File: config.mk
export PLATFORM = sky130hd
export DESIGN_NAME = merlin_icache_dm
export DESIGN_NICKNAME = d
export VERILOG_FILES = /design/src/rtl/merlin_icache_dm.sv
export SDC_FILE = /design/constraint.sdc
export NUM_CORES = 2
export LEC_CHECK = 0
export ABC_AREA = 1
export CAP_MARGIN = 15
export CELL_PAD_IN_SITES_DETAIL_PLACEMENT = 1
export CELL_PAD_IN_SITES_GLOBAL_PLACEMENT = 2
export CORE_MARGIN = 4
export CORE_UTILIZATION = 44
export CTS_BUF_LIST = sky130_fd_sc_hd__clkbuf_4 sky130_fd_sc_hd__clkbuf_8
export CTS_CLUSTER_SIZE = 30
export DETAILED_ROUTE_END_ITERATION = 16
export MAX_ROUTING_LAYER = met4
export PLACE_DENSITY_LB_ADDON = 0.08
export SETUP_SLACK_MARGIN = 0.1
export SYNTH_ARGS = -nofsm -noshare
export SYNTH_HDL_FRONTEND = slang
export SYNTH_SLANG_ARGS = --single-unit
File: constraint.sdc
create_clock -name clk_i -period 6.76 [get_ports clk_i]
set_clock_uncertainty 0.15 [all_clocks]
set_input_delay 1.352 -clock clk_i [delete_from_list [all_inputs] [get_ports clk_i]]
set_output_delay 1.352 -clock clk_i [all_outputs]
set_load 0.1 [all_outputs]
File: src/rtl/merlin_icache_dm.sv
// -----------------------------------------------------------------------------
// merlin_icache_dm
//   Direct-mapped instruction cache with one 32-bit word per line. It sits
//   between the prefetch unit (ireq*/irsp*) and the instruction memory bus
//   (mreq*/mrsp*). Hits respond one cycle after accept. Misses issue a
//   single-word memory read, write the word into the line, and forward it.
//   invalidate_i (fence.i) clears every line.
//
// Parameters
//   C_INDEX_X     log2 of the line count; index = addr[C_INDEX_X+1:2],
//                 tag = addr[31:C_INDEX_X+2]
//
// Ports
//   clk_i, resetn_i        clock, asynchronous active-low reset
//   clk_en_i               clock enable; all state holds while low
//   ireqready_o/valid_i    fetch request handshake
//   ireqhpl_i, ireqaddr_i  request privilege level and fetch address
//   irspready_i/valid_o    fetch response handshake
//   irsprerr_o, irspdata_o response error flag and instruction word
//   invalidate_i           pulse: invalidate all lines
//   mreqready_i/valid_o    memory request handshake
//   mreqhpl_o, mreqaddr_o  memory request privilege level and word address
//   mrspvalid_i, mrsperr_i, mrspdata_i   memory response
//   stat_hit_o, stat_miss_o              hit / miss counters
//
// Build option
//   MERLIN_ICACHE_STATS_EN  when defined, the hit/miss counters exist;
//                           otherwise both stat outputs are tied to zero.
// -----------------------------------------------------------------------------
module merlin_icache_dm #(
  parameter int unsigned C_INDEX_X = 6
) (
  input  logic        clk_i,
  input  logic        resetn_i,
  input  logic        clk_en_i,
  output logic        ireqready_o,
  input  logic        ireqvalid_i,
  input  logic [1:0]  ireqhpl_i,
  input  logic [31:0] ireqaddr_i,
  input  logic        irspready_i,
  output logic        irspvalid_o,
  output logic        irsprerr_o,
  output logic [31:0] irspdata_o,
  input  logic        invalidate_i,
  input  logic        mreqready_i,
  output logic        mreqvalid_o,
  output logic [1:0]  mreqhpl_o,
  output logic [31:0] mreqaddr_o,
  input  logic        mrspvalid_i,
  input  logic        mrsperr_i,
  input  logic [31:0] mrspdata_i,
  output logic [31:0] stat_hit_o,
  output logic [31:0] stat_miss_o
);

  localparam int unsigned LINES   = 1 << C_INDEX_X;
  localparam int unsigned TAG_W   = 30 - C_INDEX_X;
  localparam int unsigned ENTRY_W = 1 + TAG_W + 32;

  typedef enum logic [2:0] {
    S_INIT,
    S_IDLE,
    S_LOOKUP,
    S_MREQ,
    S_MRSP,
    S_FILL,
    S_FLUSH
  } state_e;

  state_e             state_q, state_d;
  logic [C_INDEX_X:0] walk_q, walk_d;
  logic [31:2]        addr_q, addr_d;
  logic [1:0]         hpl_q, hpl_d;
  logic [31:0]        rsp_data_q, rsp_data_d;
  logic               rsp_err_q, rsp_err_d;
  logic               flush_pend_q, flush_pend_d;
  logic               mreq_valid_q, mreq_valid_d;

  // Line storage and its single read/write port.
  logic [ENTRY_W-1:0]   ram [LINES];
  logic [ENTRY_W-1:0]   ram_rdata_q;
  logic                 ram_we, ram_re;
  logic [C_INDEX_X-1:0] ram_addr;
  logic [ENTRY_W-1:0]   ram_wdata;

  logic             rd_valid;
  logic [TAG_W-1:0] rd_tag;
  logic [31:0]      rd_data;
  logic             hit;
  logic             ireq_ready;
  logic             accept;
  logic             walk_last;
  logic             hit_evt, miss_evt;

  // Byte offset bits of the fetch address carry no information.
  logic unused_addr_lsb;
  assign unused_addr_lsb = ^ireqaddr_i[1:0];

  assign rd_valid  = ram_rdata_q[ENTRY_W-1];
  assign rd_tag    = ram_rdata_q[ENTRY_W-2 -: TAG_W];
  assign rd_data   = ram_rdata_q[31:0];
  assign hit       = rd_valid && (rd_tag == addr_q[31:C_INDEX_X+2]);
  assign walk_last = (walk_q == {1'b0, {C_INDEX_X{1'b1}}});

  // A hit that completes this cycle frees the cache for the next request,
  // unless an invalidate is queued: then the flush must run first.
  assign ireq_ready = (state_q == S_IDLE) ||
                      ((state_q == S_LOOKUP) && hit && irspready_i && !flush_pend_q);
  assign accept      = ireqvalid_i && ireq_ready;
  assign ireqready_o = ireq_ready;

  assign mreqvalid_o = mreq_valid_q;
  assign mreqhpl_o   = hpl_q;
  assign mreqaddr_o  = {addr_q, 2'b00};

  always_comb begin
    // NOTE: every signal gets a default before the case so that no path
    // leaves it unassigned, which would otherwise infer a latch.
    state_d      = state_q;
    walk_d       = walk_q;
    addr_d       = addr_q;
    hpl_d        = hpl_q;
    rsp_data_d   = rsp_data_q;
    rsp_err_d    = rsp_err_q;
    flush_pend_d = flush_pend_q;
    mreq_valid_d = mreq_valid_q;
    ram_we       = 1'b0;
    ram_re       = 1'b0;
    ram_addr     = addr_q[C_INDEX_X+1:2];
    ram_wdata    = '0;
    irspvalid_o  = 1'b0;
    irsprerr_o   = 1'b0;
    irspdata_o   = rd_data;
    hit_evt      = 1'b0;
    miss_evt     = 1'b0;

    unique case (state_q)
      S_INIT, S_FLUSH: begin
        // Clear one line per cycle; invalidate_i is ignored here because
        // the walk already covers every line.
        ram_we   = 1'b1;
        ram_addr = walk_q[C_INDEX_X-1:0];
        if (walk_last) begin
          walk_d  = '0;
          state_d = S_IDLE;
        end else begin
          walk_d = walk_q + 1'b1;
        end
      end

      S_IDLE: begin
        if (accept) begin
          addr_d   = ireqaddr_i[31:2];
          hpl_d    = ireqhpl_i;
          ram_re   = 1'b1;
          ram_addr = ireqaddr_i[C_INDEX_X+1:2];
          state_d  = S_LOOKUP;
          if (invalidate_i) flush_pend_d = 1'b1;
        end else if (invalidate_i) begin
          state_d = S_FLUSH;
        end
      end

      S_LOOKUP: begin
        if (hit) begin
          irspvalid_o = 1'b1;
          if (irspready_i) begin
            hit_evt = 1'b1;
            if (accept) begin
              addr_d   = ireqaddr_i[31:2];
              hpl_d    = ireqhpl_i;
              ram_re   = 1'b1;
              ram_addr = ireqaddr_i[C_INDEX_X+1:2];
              if (invalidate_i) flush_pend_d = 1'b1;
            end else if (flush_pend_q || invalidate_i) begin
              flush_pend_d = 1'b0;
              state_d      = S_FLUSH;
            end else begin
              state_d = S_IDLE;
            end
          end else if (invalidate_i) begin
            // Response still owed; flush once it has been taken.
            flush_pend_d = 1'b1;
          end
        end else begin
          miss_evt     = 1'b1;
          mreq_valid_d = 1'b1;
          state_d      = S_MREQ;
          if (invalidate_i) flush_pend_d = 1'b1;
        end
      end

      S_MREQ: begin
        if (invalidate_i) flush_pend_d = 1'b1;
        if (mreqready_i) begin
          mreq_valid_d = 1'b0;
          state_d      = S_MRSP;
        end
      end

      S_MRSP: begin
        if (invalidate_i) flush_pend_d = 1'b1;
        if (mrspvalid_i) begin
          rsp_data_d = mrspdata_i;
          rsp_err_d  = mrsperr_i;
          state_d    = S_FILL;
          // An errored word must never become a hit later.
          if (!mrsperr_i) begin
            ram_we    = 1'b1;
            ram_wdata = {1'b1, addr_q[31:C_INDEX_X+2], mrspdata_i};
          end
        end
      end

      S_FILL: begin
        irspvalid_o = 1'b1;
        irsprerr_o  = rsp_err_q;
        irspdata_o  = rsp_data_q;
        if (irspready_i) begin
          if (flush_pend_q || invalidate_i) begin
            flush_pend_d = 1'b0;
            state_d      = S_FLUSH;
          end else begin
            state_d = S_IDLE;
          end
        end else if (invalidate_i) begin
          flush_pend_d = 1'b1;
        end
      end

      default: state_d = S_INIT;
    endcase
  end

  always_ff @(posedge clk_i or negedge resetn_i) begin
    // NOTE: sequential state uses non-blocking assignments so every flop
    // samples the pre-edge values, independent of statement order.
    if (!resetn_i) begin
      state_q      <= S_INIT;
      walk_q       <= '0;
      addr_q       <= '0;
      hpl_q        <= '0;
      rsp_data_q   <= '0;
      rsp_err_q    <= 1'b0;
      flush_pend_q <= 1'b0;
      mreq_valid_q <= 1'b0;
    end else if (clk_en_i) begin
      state_q      <= state_d;
      walk_q       <= walk_d;
      addr_q       <= addr_d;
      hpl_q        <= hpl_d;
      rsp_data_q   <= rsp_data_d;
      rsp_err_q    <= rsp_err_d;
      flush_pend_q <= flush_pend_d;
      mreq_valid_q <= mreq_valid_d;
    end
  end

  // NOTE: the line array and its read register have no reset; the INIT walk
  // clears the valid bits, and the read register is always loaded before use.
  always_ff @(posedge clk_i) begin
    if (clk_en_i) begin
      if (ram_we) begin
        ram[ram_addr] <= ram_wdata;
      end else if (ram_re) begin
        ram_rdata_q <= ram[ram_addr];
      end
    end
  end

`ifdef MERLIN_ICACHE_STATS_EN
  logic [31:0] stat_hit_q, stat_hit_d;
  logic [31:0] stat_miss_q, stat_miss_d;

  always_comb begin
    stat_hit_d  = stat_hit_q + 32'(hit_evt);
    stat_miss_d = stat_miss_q + 32'(miss_evt);
  end

  always_ff @(posedge clk_i or negedge resetn_i) begin
    if (!resetn_i) begin
      stat_hit_q  <= '0;
      stat_miss_q <= '0;
    end else if (clk_en_i) begin
      stat_hit_q  <= stat_hit_d;
      stat_miss_q <= stat_miss_d;
    end
  end

  assign stat_hit_o  = stat_hit_q;
  assign stat_miss_o = stat_miss_q;
`else
  logic unused_stat_evt;
  assign unused_stat_evt = hit_evt ^ miss_evt;
  assign stat_hit_o  = 32'b0;
  assign stat_miss_o = 32'b0;
`endif

endmodule

==> PnR_summary.wiki <==
{| class="wikitable"
! Metric !! Value
|-
| Final number of setup-violating endpoints || 0
|-
| Final WL || 576000 µm
|-
| Hold-critical path endpoint || mreqhpl_o[1]$_DFFE_PN0P_
|-
| Std-Cell Core Area || 354000 µm²
|-
| Most used standard cell by instance count after synthesis || sky130_fd_sc_hd__nand2_1
|-
| Number of enable-type register cells in the synthesized netlist || 3705
|-
| Async S/R FF share, synth || 2.04%
|-
| Critical path class || flip-flop to flip-flop
|-
| Deepest clock path buffer count || 4
|-
| Syn Inst Count || 14500
|-
| Cell types with the largest area share after synthesis || sky130_fd_sc_hd__edfxtp_1, sky130_fd_sc_hd__nand2_1, sky130_fd_sc_hd__nand3_1, sky130_fd_sc_hd__o21ai_1, sky130_fd_sc_hd__buf_2
|-
| Arrival time at the worst endpoint || 6.89 ns
|-
| Synth top area share || 70.9%
|-
| Least-Margin Pin Slew || 1.22 ns
|-
| Synth Warn # || 0
|-
| Minimum setup slack after placement || 0.422 ns
|-
| Number of cells on the worst reg-to-reg path || 16
|-
| Post-CTS Resized || 0
|-
| Portion of total power attributed to sequential cells || 29.5%
|-
| Critical Path Start Type || flip-flop
|-
| Hold WC Path Type || flip-flop to flip-flop
|-
| Wire length of the first global-routing pass || 821000 µm
|-
| Share of the clock period used by the worst path after layout || 91.3%
|-
| Cell-internal power || 48.1 mW
|-
| Die width || 605 µm
|-
| Longest individual stage delay on the worst path || 1.16 ns
|-
| PortBufs || 140
|-
| Depth of the worst hold-timing path || 2
|-
| Antenna violations before repair || 22
|-
| Vias in the first global route || 116000
|-
| HP Start || mreqhpl_o[1]$_DFFE_PN0P_
|-
| Sink count of the clock tree || 3782
|-
| Worst R2R End || ram[35][1]$_DFFE_PP_
|-
| Floorplan row count || 218
|-
| Gr ovfl total || 0
|-
| Crit path top cell by count || sky130_fd_sc_hd__nand2_1
|-
| First drt pass iteration count || 6
|-
| Share of cells above drive strength 1 || 10.3%
|-
| Max FO, Critical Path || 64
|-
| Kind of capture point of the worst setup path || flip-flop
|-
| CTS Root Buffer Type || sky130_fd_sc_hd__clkbuf_8
|-
| Endpoint required time on the critical path || 7.48 ns
|-
| Fin Hold WS || 0.336 ns
|-
| Combinational fraction of design power || 48.3%
|-
| Number of non-filler instances in the completed layout || 20100
|-
| Initial Util || 44.3%
|-
| TritonCTS clock tree || done
|-
| Routed via count || 113000
|-
| Max-cap violation count || 0
|-
| Mean post-synth cell area || 10.8 µm²
|-
| Total Power Consumption || 91.9 mW
|-
| IO Pins || 209
|-
| Largest net degree at the start of global routing || 147
|-
| RSZ-0062 raised after global routing || false
|-
| Die Area || 366000 µm²
|-
| Post-DRT Antenna Nets || 0
|-
| Setup slack of the most critical reg-to-reg path || 0.59 ns
|-
| Commonest cells in the netlist || sky130_fd_sc_hd__nand2_1, sky130_fd_sc_hd__edfxtp_1, sky130_fd_sc_hd__nand3_1
|-
| Unique cell type count in the Yosys netlist || 42
|-
| Cell Chain, Critical Path || xnor2_1, nand2_1, nor2_1, nand2_1, nor2_1, nand3_1, nand2_1, nand3_2, a21oi_1, nand2_1, nand2_8, nand2_8, inv_16, nand2_1, nor2_4, buf_12
|-
| Count of buffers added by post-CTS timing repair for setup || 0
|-
| Global-route usage over all layers || 31.8%
|-
| Dpl cells || 18900
|-
| Routed via count divided by cell count || 5.63
|-
| Net count of the finished layout || 14900
|-
| Clock latency on the worst-skew pair || 1.24 ns
|-
| Switching part of the total || 47.7%
|-
| Worst slew margin relative to its limit || 18.5%
|-
| Critical register-to-register path startpoint || addr_q[15]$_DFFE_PN0P_
|-
| Power Density || 515 nW/µm²
|-
| Final hold violations || 0
|-
| Clock transition at path regs || 0.06 ns
|-
| Post-DR wirelength/cell || 28.7 µm
|-
| Number of buffers created by CTS || 652
|-
| Cell with the biggest individual delay on the critical path || sky130_fd_sc_hd__nor2_4
|-
| Total number of H-tree levels || 6
|-
| Cell Area, Synth || 157000 µm²
|-
| Fmax achieved || 0.162 GHz
|-
| Maximum vdd ir drop || 0.684 mV
|-
| Final TNS setup || 0 ns
|-
| Register area share after synthesis || 72.2%
|-
| Last weighted congestion value of the routability-driven placer || 0.826
|-
| Die Y || 605 µm
|-
| Final critical path time including I/O delays and setup || 6.17 ns
|-
| Worst setup margin || 0.590 ns
|-
| Clock power frac || 22.3%
|-
| Top_reg_cell synth || sky130_fd_sc_hd__edfxtp_1
|-
| Relative area change from synthesis to final layout || 13.7%
|-
| # DRC || 0
|-
| LEAKAGE || 72.3 nW
|-
| Total net switching power || 43.8 mW
|-
| Cell type with the highest aggregate area in the netlist || sky130_fd_sc_hd__edfxtp_1
|-
| Flip-flop and latch count after synthesis || 3782
|-
| Run status || finished, final reports clean
|-
| Detail Placement HPWL || 304000 µm
|-
| Max-slew violation count || 0
|-
| Drt first-iter violations || 12100
|}
-- how the worst max path moves through the flow --
| stage | from | end |
|---|---|---|
| after detailed placement | irspready_i | ram[35][4]$_DFFE_PP_ |
| after floorplan | addr_q[16]$_DFFE_PN0P_ | ram[14][0]$_DFFE_PP_ |
| after global routing | addr_q[15]$_DFFE_PN0P_ | ram[35][1]$_DFFE_PP_ |
| after CTS | addr_q[15]$_DFFE_PN0P_ | ram[35][1]$_DFFE_PP_ |
| after global placement | irspready_i | ram[35][4]$_DFFE_PP_ |
| final | addr_q[15]$_DFFE_PN0P_ | ram[35][1]$_DFFE_PP_ |
-- layout by cell type, fill, tap and decap left out, types with 16 or more instances in the layout --
cell type                         Yosys  final
sky130_fd_sc_hd__clkbuf_8             0    686
sky130_fd_sc_hd__o21ai_1            414    414
sky130_fd_sc_hd__nor2_1             271    151
sky130_fd_sc_hd__nand3_1           1381   1380
sky130_fd_sc_hd__clkbuf_4             0    228
sky130_fd_sc_hd__nand2_1           7394   7393
sky130_fd_sc_hd__nor2_4               2    122
sky130_fd_sc_hd__inv_2               17     16
sky130_fd_sc_hd__clkinv_1             0    161
sky130_fd_sc_hd__buf_4               88    275
sky130_fd_sc_hd__buf_12               0    134
sky130_fd_sc_hd__inv_6                0     16
sky130_fd_sc_hd__edfxtp_1          3705   3705
sky130_fd_sc_hd__clkdlybuf4s50_1      0    126
sky130_fd_sc_hd__clkinvlp_4           0     16
sky130_fd_sc_hd__o21ai_0            121    121
sky130_fd_sc_hd__inv_1              103    101
sky130_fd_sc_hd__clkinv_2             0     45
sky130_fd_sc_hd__conb_1               1     66
sky130_fd_sc_hd__dfrtp_1             77     77
-- metrics by stage --
step	cell area (µm²)	util [%]
6_report	178000	50.4
4_1_cts	178000	50.4
3_3_place_gp	166000	46.8
3_5_place_dp	166000	46.8
5_1_grt	178000	50.4
2_1_floorplan	157000	-
-- registers in the layout, summed over array words and instances, names as in the netlist, 2 cells and up --
name	count
mreqhpl_o	2
ram	3648
rsp_data_q	32
state_q	3
ram_rdata_q	57
walk_q	7
addr_q	30
-- worst max-delay path, delay by kind of cell, from the launching register on --
kind	cells	cell delay, ns
compound gates	1	0.23
xor+xnor	1	0.32
buf+inv	2	0.79
flops	1	0.46
simple gates	12	3.79
-- routing by layer --
metal	vias up	track usage, %	wire, µm
li1	49400	-	-
met1	58200	42.1	240000
met2	4255	50.6	274000
met3	1070	3.96	37900
met4	0	12.0	24000
met5	-	-	0
-- power groups by stage --
stage	combinational [mW]	clock, mW	sequential [mW]
floorplan	27.0	0	28.2
global placement	43.3	0	27.5
detailed placement	44.2	0	27.6
CTS	44.4	20.8	27.1
global route	48.4	21.9	27.1
finish	44.4	20.5	27.1
-- cell families (layout without fill, tap and decap cells) --
group	after synthesis	count (layout)	share of synthesized area, %
flops	3782	3782	72.2
buf+inv	1017	1826	3.03
xor+xnor	9	9	0.0503
simple gates	9089	9089	22.9
compound gates	560	560	1.82
fa+ha+maj	1	1	0.00798
other cells	1	78	0.00239
mux	1	1	0.00718
-- final cells by class --
cell class	count	area, µm²
clock inverters	254	1420
multi-input cells	9726	40200
inverters	121	490
fillers	37700	175000
clock buffers	914	11200
diodes	12	30.0
repair buffers	537	6030
well taps	4730	5920
flip-flops and latches	3782	113000
-- what timing repair did --
action / CTS / global route
endpoints found under the setup margin: 0 / 0
hold buffers: 1 / 0
endpoints found under the hold margin: 32 / 0
Power figures use the tool's default switching activity.
